==> src/rtl/exec_prepros_p.sv <==
// rtl/exec_prepros_p.sv - DLX execute-stage operand preprocessor with store serializer
module exec_prepros_p #(
   parameter int DATA_W    = 32,
   parameter int SHAMT_W   = 5,
   parameter int SER_LANES = 1
) (
   input  logic                 clk1,
   input  logic                 rst1,
   input  logic                 in_valid,
   output logic                 in_ready,
   input  logic [DATA_W-1:0]    src1,
   input  logic [DATA_W-1:0]    src2,
   input  logic [DATA_W-1:0]    imm,
   input  logic [DATA_W-1:0]    mem_rdata,
   input  logic [6:0]           cntrl_in,
   output logic                 out_valid,
   input  logic                 out_ready,
   output logic [DATA_W-1:0]    aluin1,
   output logic [DATA_W-1:0]    aluin2,
   output logic [2:0]           op,
   output logic [2:0]           opsel,
   output logic [SHAMT_W-1:0]   shift_nos,
   output logic                 en_ar,
   output logic                 en_sh,
   output logic                 mem_wr_en,
   output logic [SER_LANES-1:0] mem_write_out,
   output logic                 mem_wr_last
);
   localparam int BEATS = DATA_W / SER_LANES;
   localparam int CNT_W = $clog2(BEATS + 1);

   localparam logic [2:0] OPS_SHIFT = 3'b000;
   localparam logic [2:0] OPS_ARITH = 3'b001;
   localparam logic [2:0] OPS_MWR   = 3'b100;
   localparam logic [2:0] OPS_MRD   = 3'b101;

   typedef enum logic [1:0] {IDLE, HOLD, SER} state_t;

   state_t              state_q;
   logic                out_valid_q;
   logic [DATA_W-1:0]   aluin1_q, aluin2_q, shreg_q;
   logic [2:0]          op_q, opsel_q;
   logic [SHAMT_W-1:0]  shift_nos_q;
   logic                en_ar_q, en_sh_q;
   logic [CNT_W-1:0]    cnt_q;

   logic                accept, imm_regn;
   logic [2:0]          opsel_in;
   logic [DATA_W-1:0]   aluin2_d;
   logic [SHAMT_W-1:0]  shift_nos_d;
   logic                en_ar_d, en_sh_d;

   assign in_ready = (state_q == IDLE) || (state_q == HOLD && out_ready);
   assign accept   = in_valid && in_ready;
   assign imm_regn = cntrl_in[3];
   assign opsel_in = cntrl_in[2:0];

   always_comb begin
      aluin2_d    = '0;
      shift_nos_d = '0;
      en_ar_d     = 1'b0;
      en_sh_d     = 1'b0;
      case (opsel_in)
         OPS_ARITH: begin
            aluin2_d = imm_regn ? imm : src2;
            en_ar_d  = 1'b1;
         end
         OPS_MRD: begin
            aluin2_d = imm_regn ? mem_rdata : '0;
            en_ar_d  = imm_regn;
         end
         OPS_SHIFT: begin
            // imm[2] selects a register-sourced shift amount over the immediate field
            shift_nos_d = imm[2] ? src2[SHAMT_W-1:0] : imm[6+SHAMT_W-1:6];
            en_sh_d     = 1'b1;
         end
         default: ;
      endcase
   end

   always_ff @(posedge clk1) begin
      if (rst1) begin
         state_q     <= IDLE;
         out_valid_q <= 1'b0;
         aluin1_q    <= '0;
         aluin2_q    <= '0;
         op_q        <= '0;
         opsel_q     <= '0;
         shift_nos_q <= '0;
         en_ar_q     <= 1'b0;
         en_sh_q     <= 1'b0;
         shreg_q     <= '0;
         cnt_q       <= '0;
      end else begin
         case (state_q)
            IDLE, HOLD: begin
               if (accept) begin
                  aluin1_q    <= src1;
                  aluin2_q    <= aluin2_d;
                  op_q        <= cntrl_in[6:4];
                  opsel_q     <= opsel_in;
                  shift_nos_q <= shift_nos_d;
                  en_ar_q     <= en_ar_d;
                  en_sh_q     <= en_sh_d;
                  if (opsel_in == OPS_MWR && imm_regn) begin
                     state_q     <= SER;
                     out_valid_q <= 1'b0;
                     shreg_q     <= src2;
                     cnt_q       <= CNT_W'(BEATS);
                  end else begin
                     state_q     <= HOLD;
                     out_valid_q <= 1'b1;
                  end
               end else if (state_q == HOLD && out_ready) begin
                  state_q     <= IDLE;
                  out_valid_q <= 1'b0;
               end
            end
            SER: begin
               shreg_q <= shreg_q >> SER_LANES;
               cnt_q   <= cnt_q - CNT_W'(1);
               // the completion token reuses the fields loaded at accept
               if (cnt_q == CNT_W'(1)) begin
                  state_q     <= HOLD;
                  out_valid_q <= 1'b1;
               end
            end
            default: state_q <= IDLE;
         endcase
      end
   end

   assign out_valid     = out_valid_q;
   assign aluin1        = aluin1_q;
   assign aluin2        = aluin2_q;
   assign op            = op_q;
   assign opsel         = opsel_q;
   assign shift_nos     = shift_nos_q;
   assign en_ar         = en_ar_q;
   assign en_sh         = en_sh_q;
   assign mem_wr_en     = (state_q == SER);
   assign mem_write_out = (state_q == SER) ? shreg_q[SER_LANES-1:0] : '0;
   assign mem_wr_last   = (state_q == SER) && (cnt_q == CNT_W'(1));
endmodule

==> config.mk <==
export PLATFORM = sky130hd
export DESIGN_NAME = exec_prepros_p
export DESIGN_NICKNAME = d
export VERILOG_FILES = /design/src/rtl/exec_prepros_p.sv
export SDC_FILE = /design/constraint.sdc
export NUM_CORES = 1
export LEC_CHECK = 0
export BUFFER_PORTS_ARGS = -buffer_cell sky130_fd_sc_hd__buf_2
export CAP_MARGIN = 5
export CORE_MARGIN = 2
export CORE_UTILIZATION = 30
export CTS_BUF_LIST = sky130_fd_sc_hd__clkbuf_8
export CTS_CLUSTER_DIAMETER = 60
export DETAILED_ROUTE_END_ITERATION = 12
export SLEW_MARGIN = 20
export SYNTH_ARGS = -nofsm -noshare
export SYNTH_HDL_FRONTEND = slang
export SYNTH_SLANG_ARGS = --single-unit
==> constraint.sdc <==
create_clock -name clk1 -period 1.85 [get_ports clk1]
set_input_delay 0.185 -clock clk1 [delete_from_list [all_inputs] [get_ports clk1]]
set_output_delay 0.185 -clock clk1 [all_outputs]
set_load 0.05 [all_outputs]
==> impl_metrics.py <==
metrics = {
    "logic_synthesis": {
        "syn-cell-area_sq_um": 5340,
        "synth.yosys.warnings": 0,
        "fraction_of_registers_with_async_set_reset_pct": 0,
        "synth_xor_area_share_pct": 0.164,
        "post-synth-top-area-cell": "sky130_fd_sc_hd__dfxtp_1",
        "synth-compound-area-share_pct": 21.0,
        "synth_enable_flop_cells": 0,
        "synth_adder_area_share_pct": 0.469,
        "synth_simple_gate_area_share_pct": 21.3,
        "syn-instance-count": 651,
        "synth.lib_cells_used.distinct": 35,
        "synth_seq_area_share_pct": 44.2,
        "synthTopCellsByArea": "sky130_fd_sc_hd__dfxtp_1 44%, sky130_fd_sc_hd__nand2_1 10%, sky130_fd_sc_hd__a311oi_2 7.9%",
        "synth.avg_cell_area_sq_um": 8.20,
        "synth_seq_cells": 118,
        "syn_nets": 792,
        "ys.flop_type": "sky130_fd_sc_hd__dfxtp_1",
        "yosys.area.top_type_share_pct": 44.2,
        "main_combinational_cell_family_by_area_after_synthesis": "simple AND/OR/NAND/NOR gates",
        "synth.mux.area_fraction_pct": 7.45,
    },
    "sta": {
        "rsz0062_at_grt": "yes",
        "period_needed_ps": 1820,
        "final-setup-viol-count": 0,
        "final-hold-violation-count": 0,
        "skew_ps": 11.6,
        "timing.final.crit_share_pct": 98.5,
        "hold_ws_ps": 28.1,
        "final.setup.tns_ps": 0,
        "layout_setup_ws_ps": 27.3,
        "timing.fmax_mhz": 549,
        "tightest_slew_ps": 461,
        "timing.slew.headroom_pct": 69.3,
        "drv_slew": 0,
    },
    "power": {
        "totalPowerFinal_mw": 6.33,
        "power-per-cell-area_nw_per_um2": 817,
        "worst_ir_drop_vdd_v": 0.000407,
        "total_leakage_power_nw": 3.42,
    },
    "finish": {
        "multiInputGateArea_sq_um": 2720,
        "most_frequent_cells_in_the_layout": "217 x sky130_fd_sc_hd__buf_2, 142 x sky130_fd_sc_hd__nand2_1, 114 x sky130_fd_sc_hd__dfxtp_1",
        "final-seq-area_sq_um": 2370,
        "layout-drive-gt1-share_pct": 33.9,
        "area.growth.synth_to_final_pct": 45.1,
        "layout.nets": 1055,
        "fillerInstances": 1794,
        "layout_commonest_cell": "sky130_fd_sc_hd__buf_2",
    },
    "route": {
        "wl_met1_um": 7770,
        "route.detailed.vias_per_inst": 4.80,
        "wire_length_on_met2_um": 8610,
        "top_signal_layer_used": "met4",
        "finalWirelength_um": 17600,
        "first_pass_iters": 4,
        "remaining_drc_errors": 0,
        "dr_total_vias": 5530,
        "avgRoutedWirePerCell_um": 15.3,
        "wl_met3_um": 717,
        "drt_iter0_drc": 324,
        "route.antenna.remaining_nets": 0,
    },
    "worst_hold_path": {
        "holdPathEnd": "aluin2[24]",
        "worstHoldPathType": "in2reg",
        "worst_hold_path.num_cells": 3,
        "worstHoldStart": "mem_rdata[24]",
    },
    "worst_setup_path": {
        "worst_path_max_delay_cell": "sky130_fd_sc_hd__or3_4",
        "worst_ep_arrival_time_ps": 1640,
        "worst_r2r_startpoint": "state_q[0]",
        "worstPathMaxFanout": 5,
        "timing.critical_path.depth": 3,
        "worst_ep_required_time_ps": 1660,
        "cp-start-kind": "register",
        "critPathBufInv": 1,
        "max_stage_delay_ps": 420,
        "cp_cell_sequence": "or3_4 -> nor4_4 -> buf_6",
        "worst-setup-path-type": "reg2out",
        "timing.critical_path.max_delay_family": "simple AND/OR/NAND/NOR gates",
        "crit-reg2reg-capture": "shreg_q[0]",
        "worst_r2r_path_depth": 6,
        "critical_path.endpoint_type": "output pin",
        "register_to_register_setup_slack_ps": 340,
    },
    "die": {
        "start_util_pct": 30.8,
        "chipHeight_um": 137,
        "placementRows": 48,
        "design.core.area_sq_um": 17400,
        "die_boundary_width_um": 137,
        "count_of_boundary_i_o_pins": 221,
        "dieArea_sq_um": 18900,
    },
    "clock_tree": {
        "cts-buffers-inserted": 17,
        "clock_path_buffers": 2,
        "cts_sinks": 118,
        "insertion_delay_ps": 440,
        "clock_tree.root_cell": "sky130_fd_sc_hd__clkbuf_8",
        "postCtsSetupBuffers": 0,
        "clk_pin_slew_worst_paths_ps": 80,
        "tritoncts": "done",
        "ctsHtreeMaxLevel": 4,
    },
    "placed_design": {
        "preCtsSetupSlack_ps": 230,
        "numPortBuffers": 220,
        "final_wtd_congestion": 0.765,
        "dp_hpwl_um": 11800,
    },
    "outcome": {
        "outcome": "finished, final reports clean",
    },
    "global_routing": {
        "first_pass_grt_wire_length_um": 26900,
        "number_of_antenna_violations_at_the_first_check_in_global_routing": 1,
        "grt_pass1_vias": 5357,
        "gr-total-overflow": 0,
        "groute.usage.overall_pct": 18.5,
        "maximum_number_of_pins_on_one_net_before_global_route_repair": 86,
    },
    "run": {
        "max-cap-violations": 0,
    },
}
[layer usage]
metal,vias up,track usage (%)
met5,-,0
met4,0,8.19
met3,34,4.53
met2,130,31.3
met1,2594,22.2
li1,2772,-
[worst min-delay path, stage by stage]
cell	delay, ps
sky130_fd_sc_hd__buf_2	80
sky130_fd_sc_hd__a21oi_1	50
sky130_fd_sc_hd__o21ai_0	130
[sequential cells by signal, indices dropped and copies added (netlist names), 2 cells and up]
signal and flops:
op 3, aluin1 32, state_q 2, aluin2 32
opsel 3, cnt_q 6, shreg_q 32, shift_nos 5
[report_power, final]
group / total (mW) / switching, mW / internal (mW)
Combinational: 1.20 / 0.745 / 0.455
Sequential: 2.71 / 0.0546 / 2.65
Clock: 2.43 / 1.06 / 1.37
Total: 6.33 / 1.86 / 4.48
[final cells by class]
| type | instances | share of cell area [%] |
|---|---|---|
| multi-input combinational | 472 | 35.1 |
| tap | 225 | 3.63 |
| clock inverter | 12 | 1.78 |
| antenna | 1 | 0.0323 |
| inverter | 5 | 0.274 |
| sequential | 118 | 30.5 |
| clock buffer | 19 | 3.37 |
| timing repair buffer | 300 | 25.2 |
[synth_stat cells, types with 4 or more instances]
library cell,number
sky130_fd_sc_hd__clkbuf_1,34
sky130_fd_sc_hd__nor2_1,74
sky130_fd_sc_hd__a311oi_2,28
sky130_fd_sc_hd__buf_2,9
sky130_fd_sc_hd__o31ai_1,4
sky130_fd_sc_hd__buf_1,6
sky130_fd_sc_hd__dfxtp_1,118
sky130_fd_sc_hd__buf_6,5
sky130_fd_sc_hd__nor3_1,5
sky130_fd_sc_hd__nand2_1,143
sky130_fd_sc_hd__nand3_1,35
sky130_fd_sc_hd__nand2b_1,5
sky130_fd_sc_hd__mux2i_1,33
sky130_fd_sc_hd__a22oi_1,5
sky130_fd_sc_hd__a21oi_1,76
sky130_fd_sc_hd__o21ai_0,32
sky130_fd_sc_hd__a311oi_1,5
sky130_fd_sc_hd__mux2_2,6
[how the worst max path moves through the flow]
stage | from | end
2_1_floorplan | cnt_q[2] | state_q[0]
3_3_place_gp | state_q[0] | cnt_q[5]
3_5_place_dp | state_q[1] | cnt_q[5]
4_1_cts | cnt_q[2] | mem_wr_last
5_1_grt | cnt_q[1] | mem_wr_last
6_report | cnt_q[2] | mem_wr_last
[stage by stage]
step                area (sq um)  instances  utilization [%]
CTS                         7740       1151             44.6
detailed placement          6710       1058             38.7
global route                7750       1152             44.7
global placement            6710       1058             38.7
finish                      7750       1152             44.7
floorplan                   5350        651                -
[cell families (layout without fill, tap and decap cells)]
family | after synthesis | in the layout
multiplexers | 39 | 39
adder cells (fa/ha/maj) | 2 | 2
buffers and inverters | 61 | 336
flip-flops | 118 | 118
other | 0 | 1
XOR/XNOR | 1 | 1
AO/OA/AOI/OAI | 157 | 157
AND/OR/NAND/NOR | 273 | 273
[what timing repair did]
action                                  in CTS  in global routing
gates resized for setup                      5                  3
hold buffers                                62                  0
cloned                                       0                  0
pin swaps                                    0                  0
hold endpoints to repair                    62                  0
endpoints found under the setup margin       2                  2
(Power assumes the default switching activity.)
